$ cat src/rtl/fir_requant_decim.sv
// Decimating requantizer for a full-precision FIR output: keeps one sample in DECIM,
// rounds half-up, shifts down to OW bits with saturation, and queues results in a FWFT FIFO.
module fir_requant_decim #(
    parameter int IW    = 37,
    parameter int OW    = 16,
    parameter int SHIFT = 21,
    parameter int DECIM = 4,
    parameter int DEPTH = 4
) (
    input  logic          clk,
    input  logic          rst,
    input  logic          in_valid,
    input  logic [IW-1:0] in_data,
    output logic          out_valid,
    input  logic          out_ready,
    output logic [OW-1:0] out_data,
    output logic          sat,
    output logic          overrun,
    input  logic          flag_clr
);

    localparam int PW = (DECIM > 1) ? $clog2(DECIM) : 1;
    localparam int AW = $clog2(DEPTH);
    localparam logic [PW-1:0] PHASE_LAST = PW'(DECIM - 1);
    localparam logic [AW:0]   FULL_CNT   = (AW + 1)'(DEPTH);
    localparam logic signed [IW:0] ONE  = {{IW{1'b0}}, 1'b1};
    localparam logic signed [IW:0] HALF = ONE <<< (SHIFT - 1);
    localparam logic signed [IW:0] QMAX = (ONE <<< (OW - 1)) - ONE;
    localparam logic signed [IW:0] QMIN = ~QMAX;

    // Result is {saturated, value}; the shift happens in IW+1 bits so the rounding add cannot wrap.
    function automatic logic [OW:0] requant(input logic signed [IW:0] r);
        logic signed [IW:0] q;
        q = r >>> SHIFT;
        if (q > QMAX) begin
            requant = {1'b1, QMAX[OW-1:0]};
        end else if (q < QMIN) begin
            requant = {1'b1, QMIN[OW-1:0]};
        end else begin
            requant = {1'b0, q[OW-1:0]};
        end
    endfunction

    logic [PW-1:0]      phase_r;
    logic               s1_valid_r;
    logic signed [IW:0] s1_data_r;
    logic [OW-1:0]      mem_r [DEPTH];
    logic [AW-1:0]      wr_ptr_r;
    logic [AW-1:0]      rd_ptr_r;
    logic [AW:0]        count_r;
    logic               out_valid_r;
    logic               sat_r;
    logic               overrun_r;

    logic               keep_s;
    logic [OW:0]        rq_s;
    logic               pop_s;
    logic               full_s;
    logic               wr_s;
    logic               drop_s;
    logic               sat_evt_s;
    logic [AW:0]        count_nxt_s;

    // Keep/pop/write decisions and next occupancy.
    always_comb begin
        keep_s    = in_valid && (phase_r == {PW{1'b0}});
        rq_s      = requant(s1_data_r);
        pop_s     = out_valid_r && out_ready;
        full_s    = (count_r == FULL_CNT);
        wr_s      = s1_valid_r && (!full_s || pop_s);
        drop_s    = s1_valid_r && full_s && !pop_s;
        sat_evt_s = s1_valid_r && rq_s[OW];
        case ({wr_s, pop_s})
            2'b10:   count_nxt_s = count_r + (AW + 1)'(1);
            2'b01:   count_nxt_s = count_r - (AW + 1)'(1);
            default: count_nxt_s = count_r;
        endcase
    end

    // Decimation phase and stage-1 rounding register.
    always_ff @(posedge clk) begin
        if (!rst) begin
            phase_r    <= {PW{1'b0}};
            s1_valid_r <= 1'b0;
        end else begin
            if (in_valid) begin
                phase_r <= (phase_r == PHASE_LAST) ? {PW{1'b0}} : phase_r + PW'(1);
            end
            s1_valid_r <= keep_s;
        end
    end

    // Stage-1 data needs no reset; it is qualified by s1_valid_r.
    always_ff @(posedge clk) begin
        if (keep_s) begin
            s1_data_r <= $signed({in_data[IW-1], in_data}) + HALF;
        end
    end

    // FIFO storage, written by stage 2.
    always_ff @(posedge clk) begin
        if (wr_s) begin
            mem_r[wr_ptr_r] <= rq_s[OW-1:0];
        end
    end

    // FIFO pointers, occupancy and sticky status flags; a new event beats flag_clr.
    always_ff @(posedge clk) begin
        if (!rst) begin
            wr_ptr_r    <= {AW{1'b0}};
            rd_ptr_r    <= {AW{1'b0}};
            count_r     <= {(AW + 1){1'b0}};
            out_valid_r <= 1'b0;
            sat_r       <= 1'b0;
            overrun_r   <= 1'b0;
        end else begin
            if (wr_s) begin
                wr_ptr_r <= wr_ptr_r + AW'(1);
            end
            if (pop_s) begin
                rd_ptr_r <= rd_ptr_r + AW'(1);
            end
            count_r     <= count_nxt_s;
            out_valid_r <= (count_nxt_s != {(AW + 1){1'b0}});
            if (sat_evt_s) begin
                sat_r <= 1'b1;
            end else if (flag_clr) begin
                sat_r <= 1'b0;
            end
            if (drop_s) begin
                overrun_r <= 1'b1;
            end else if (flag_clr) begin
                overrun_r <= 1'b0;
            end
        end
    end

    assign out_valid = out_valid_r;
    assign out_data  = mem_r[rd_ptr_r];
    assign sat       = sat_r;
    assign overrun   = overrun_r;

endmodule

$ cat config.mk
export PLATFORM = sky130hd
export DESIGN_NAME = fir_requant_decim
export DESIGN_NICKNAME = d
export VERILOG_FILES = /design/src/rtl/fir_requant_decim.sv
export SDC_FILE = /design/constraint.sdc
export NUM_CORES = 1
export LEC_CHECK = 0
export ABC_CLOCK_PERIOD_IN_PS = 3050
export BUFFER_PORTS_ARGS = -buffer_cell sky130_fd_sc_hd__buf_2
export CAP_MARGIN = 10
export CORE_MARGIN = 2
export CORE_UTILIZATION = 35
export DETAILED_ROUTE_END_ITERATION = 10
export SLEW_MARGIN = 20
export SYNTH_ARGS = -nofsm -noshare
export SYNTH_HDL_FRONTEND = slang
export SYNTH_SLANG_ARGS = --single-unit
$ cat constraint.sdc
create_clock -name clk -period 3.05 [get_ports clk]
set_input_delay 0.7625 -clock clk [delete_from_list [all_inputs] [get_ports clk]]
set_output_delay 0.7625 -clock clk [all_outputs]
set_load 0.005 [all_outputs]
==> Word level (Yosys, flattened, before mapping) <==
Memories as Yosys holds them, arrays and structs flattened. A register that Yosys moved wholly into a read port is not among the register bits.
Index checks and enable logic that the tools add are counted.
{ "word_totals": {"register_bits": 51, "ramBits": 64, "output_inout_bits": 19, "word_cells": 46, "mem_count": 1} }
{ "mem_list": {"columns": ["name", "depth", "word_bits", "read_ports", "rd_clocked_by_memory_dff", "wr", "line_no", "text"], "rows": [
  ["mem_r", 4, 16, 1, 1, 1, "47", "logic [OW-1:0] mem_r [DEPTH];"]
]} }
{ "op_classes": {"add_sub_neg": 6, "order_cmp": 2, "eq_ne": 4, "mux": 11, "reduce_logical": 13} }
{ "op_table": {"columns": ["cell", "n"], "rows": [
  ["$add A37 B22 Y38 const B", 1],
  ["$mux W17", 2],
  ["$gt A17 B16 Y1 const B", 1],
  ["$lt A17 B16 Y1 const B", 1],
  ["$add A2 B1 Y2 const B", 3],
  ["$logic_and A1 B1 Y1", 6],
  ["$mux W2", 3],
  ["$pmux W3 S2", 1],
  ["$mux W1", 5],
  ["$eq A2 B2 Y1 const B", 2],
  ["$reduce_bool A2 Y1", 2],
  ["$add A3 B1 Y3 const B", 1],
  ["$eq A3 B3 Y1 const B", 1],
  ["$reduce_bool A3 Y1", 1],
  ["$sub A3 B1 Y3 const B", 1],
  ["$eq A2 B1 Y1 const B", 1],
  ["$logic_not A1 Y1", 2],
  ["$logic_not A2 Y1", 1],
  ["$logic_or A1 B1 Y1", 1]
]} }

==> Longest topological paths before layout <==
{ "logic_depth": {"word_depth": 7, "ltp_mapped": 9, "depth_no_buf": 9} }

==> Worst setup path before layout <==
Ideal clock, no wire load.
{ "synth_path": {"kind": "input to register", "start": "input port out_ready", "end": "register out_valid_r (netlist: out_valid)", "arrival_ps": 2397, "path_slack_ps": 574, "path_stages": 9, "n_path_buf": 0, "cell_sequence": "nand2_1 a21boi_1 inv_1 ha_1 inv_1 fa_1 xor2_1 or4b_1 o211ai_1"} }
{ "synth_via": {"elab_chain_cells": 6} }
{ "synth_lines": {"columns": ["element", "line_no", "text"], "rows": [
  ["start: declaration", "15", "input logic out_ready,"],
  ["$logic_and A1 B1 Y1 (*)", "68", "pop_s = out_valid_r && out_ready;"],
  ["$logic_or A1 B1 Y1", "70", "wr_s = s1_valid_r && (!full_s || pop_s);"],
  ["$logic_and A1 B1 Y1", "70", null],
  ["$eq A2 B1 Y1 or $eq A2 B2 Y1 (tied branches)", "73", "case ({wr_s, pop_s})"],
  ["$pmux W3 S2 (*)", "73", null],
  ["$reduce_bool A3 Y1 (*)", "124", "out_valid_r <= (count_nxt_s != {(AW + 1){1'b0}});"],
  ["end signal: assignment", "124", null],
  ["end: declaration", "51", "logic out_valid_r;"]
]} }
Every way passes the cells marked *; elsewhere a longest branch is shown, timed or not.
A chain may end at the register's enable or synchronous reset.

==> metrics list <==
- Largest family of logic cells by synthesized area: simple AND/OR/NAND/NOR gates
- STA classifies the critical path endpoint as an output pin.
- For the worst-skew pair, the clock arrives at the later sink with an insertion delay of roughly 340 ps.
- Max FO, Critical Path: 16
* Std cell rows: 39
- The worst path needs between 2000 and 2500 ps of the cycle, external delays included.
- Most frequent cell after synthesis: sky130_fd_sc_hd__edfxtp_1
* Die boundary height: between 100 and 150 um
* Total track usage: 0.1118
- Number of maximum-capacitance violations: 0
* Width of the die: 112.6 um
- Measured against its own limit, the worst slew margin works out to 0.4460.
- Yosys warning total: 0
* Largest cells by area after synthesis: sky130_fd_sc_hd__edfxtp_1 59%, sky130_fd_sc_hd__mux4_2 8.7%, sky130_fd_sc_hd__dfxtp_1 7.3%, sky130_fd_sc_hd__xor2_1 2.5%, sky130_fd_sc_hd__ha_1 2.4%
* Nets in the synthesized netlist: between 300 and 400
- The flow ran to the end, and the final reports show no timing, DRC or antenna violations.
* Post-cts gate resize count: 0
- In this run the deepest clock path goes through 2 buffers.
- Hold path start: wr_ptr_r[1]$_SDFFE_PN0P_
- The number of global-route vias before repair is roughly 2200.
- The tightest min-delay check is of the flop to flop type.
- Using the TritonRoute via totals, the vias-per-cell ratio works out to between 4 and 5.
* Type of element launching the critical path: flop
* Total inserted antenna cells: 0
* Syn Area/Cell: approximately 15 um2
- Setup repair after global routing left no endpoint under its margin.
- For this design the static power due to leakage is roughly 0.0017 uW.
- The critical path is of the flop to output pin type.
- Area of the die: 12670 um2
* Global-route wire length before repair: about 11000 um
- Routability-driven placement finished with a final weighted congestion of 0.7414.
* Distinct cell type count of the synthesized netlist: 35
- The initial utilization of the core area, before any placement, comes to 0.3597.
- TritonCTS clock tree: yes
* Maximum number of pins on one net before global-route repair: 32
- The number of clock buffers added by TritonCTS is 9.
* Wire per inst: between 10 and 15 um
- Simple-Gate Fraction of Synth Area: 0.1119
- Timing analysis after detailed placement gives a worst setup slack of between 200 and 300 ps.
- In the synthesized netlist, the cells that appear most often are 81 x sky130_fd_sc_hd__edfxtp_1, 24 x sky130_fd_sc_hd__nand2_1, 22 x sky130_fd_sc_hd__nor2_1.
* Final count of pins violating max slew: 0
- Clock Skews: ~5.8 ps
- Number of antenna violations at the first check in global routing: 0
- Once the clock tree was built, the setup fixing pass inserted 0 buffers.
* Adder and majority cell fraction of the synthesized area: 0.02912
- Total vias in the final route: between 2000 and 2500
- In this run the critical register-to-register path is launched from count_r[2]$_SDFF_PN0_.
- Portion of synthesized cell area occupied by the leading cell type: 0.5896
- The share of the Yosys chip area taken by registers is 0.6624.
* Clock-pin slew on the worst setup and hold paths: around 60 ps
- DRC violations left: 0
* R2R Setup Slk: 650 ps
* WP data arrival: about 1700 ps
- Io pins: a little over 60
- Clock tree synthesis found a total of between 90 and 100 sinks.
- In the synthesized netlist the async set-or-reset flop fraction comes to 0.
- The net count of the finished layout is roughly 370.
- The synthesized design contains just over 80 enable-type register cells.
- Of all cell types, the one taking the most synthesized area is sky130_fd_sc_hd__edfxtp_1.
* Root Buffer Master: sky130_fd_sc_hd__clkbuf_16
* Xor and xnor fraction of the mapped netlist area: 0.04246
* Synth Flop Type: sky130_fd_sc_hd__edfxtp_1
- Detailed Route Iter0 Violations: 146
- Routed WL: roughly 6600 um
* Setup slack after layout: approximately 600 ps
* Number of register bits inferred by synthesis: 96
- In the finished design, the share of the clock period the worst path needs comes to 0.8017.
- Grt total ovfl: 0
* TritonRoute pass-1 iters: 4
- For this design the ratio of total power to cell area is a little over 600 nW/um2.
- The total count of hold-check failures in the final report was 0.
* Count of mapped cells out of synthesis: 275
* Setup violation total in the final timing report: 0
- Deepest level of the CTS H-tree: 3
- IR analysis of the VDD net gives a maximum drop of between 0.0002 and 0.00025 V.
- Hold buffer count at cts: 0
* Required time at the endpoint of the critical path: between 2000 and 2500 ps
* Standard cell core area: between 10000 and 15000 um2
- For the final routed database, the setup TNS stands at 0 ps.
- Fraction of layout cells with a size suffix above 1: 0.2599
- IO Port Bufs: 40
- Transition time of the tightest slew-check pin: 831.0 ps
* Layout filler cell count: between 1000 and 1500
* Post-synthesis instance area: 4125 um2
* Compound-Gate Fraction of Synth Area: 0.03276
- Max Clk Rate: roughly 410 MHz
- Of the post-synthesis cell area, the part taken by muxes is 0.09706.
* DRT antenna net count: 0
- The area growth from synthesis to layout is 15.68%.
* Half-perimeter wire length of the detailed placement result: 4500 um
-- registers in the layout (all words and copies together), names as in the netlist, 2 cells and up, named ones only --
name	count
count_r	3
rd_ptr_r	2
wr_ptr_r	2
mem_r	64
s1_data_r	17
phase_r	2
-- report_power, final --
group	total (uW)	switching (uW)	internal [uW]
sequential	1560	41.4	1520
clock	1020	466	552
combinational	400	207	192
total	2970	715	2260
-- critical path: stages, from the launching register on --
cell                      delay, ps
sky130_fd_sc_hd__dfxtp_1        300
sky130_fd_sc_hd__buf_4          310
sky130_fd_sc_hd__mux4_2         580
sky130_fd_sc_hd__buf_2          150
-- logic make-up (layout without fill, tap and decap cells) --
logic type	count (synthesis)	in the layout
compound gates	23	23
xor+xnor	20	20
fa+ha+maj	9	9
buf+inv	24	76
flops	96	96
mux	20	20
simple gates	83	83
-- path summary, 6_finish.rpt --
kind / to / depth (start not counted)
max: out_data[10] / 3
min: wr_ptr_r[1]$_SDFFE_PN0P_ / 2
max reg2reg: out_valid$_SDFF_PN0_ / 9
min reg2reg: wr_ptr_r[1]$_SDFFE_PN0P_ / 2
-- cell type report --
| class | count | area, um2 | area share |
|---|---|---|---|
| flip-flops and latches | 96 | 2733 | 0.5726 |
| inverters | 14 | 52.55 | 0.01101 |
| clock inverters | 7 | 45.04 | 0.009439 |
| repair buffers | 46 | 245.2 | 0.05139 |
| well taps | 143 | 178.9 | 0.03749 |
| multi-input cells | 155 | 1292 | 0.2708 |
| clock buffers | 9 | 225.2 | 0.04719 |
-- per-layer routing --
metal | track usage | routed length (um)
met1 | 0.1517 | 3280
met2 | 0.1665 | 2918
met3 | 0.02160 | 255
met4 | 0.06829 | 183
met5 | 0 | 0
-- layout by cell type (no fill, tap or decap), types with 2 or more instances in the layout --
master,count
sky130_fd_sc_hd__edfxtp_1,81
sky130_fd_sc_hd__buf_2,40
sky130_fd_sc_hd__nand2_1,24
sky130_fd_sc_hd__nor2_1,22
sky130_fd_sc_hd__mux4_2,16
sky130_fd_sc_hd__o21ai_0,16
sky130_fd_sc_hd__dfxtp_1,15
sky130_fd_sc_hd__inv_1,14
sky130_fd_sc_hd__xor2_1,12
sky130_fd_sc_hd__and2_1,10
sky130_fd_sc_hd__clkbuf_16,9
sky130_fd_sc_hd__xnor2_1,8
sky130_fd_sc_hd__ha_1,8
sky130_fd_sc_hd__buf_4,6
sky130_fd_sc_hd__nand3_1,5
sky130_fd_sc_hd__nor4_2,5
sky130_fd_sc_hd__nor3_1,4
sky130_fd_sc_hd__mux2i_1,4
sky130_fd_sc_hd__nor2b_1,4
sky130_fd_sc_hd__nand4_1,3
sky130_fd_sc_hd__clkinv_2,3
sky130_fd_sc_hd__inv_6,2
-- per-stage QoR --
step,total power (uW),util,std cells,hold slack (ps),cell area (um2)
after floorplan,1852,-,275,461.8,4125
after global placement,1984,0.3926,454,484.2,4502
after detailed placement,1996,0.3926,454,498.1,4502
after CTS,3015,0.4161,470,507.2,4772
after global routing,3110,0.4161,470,532.8,4772
final,2975,0.4161,470,495.3,4772
Power figures use the tool's default switching activity.
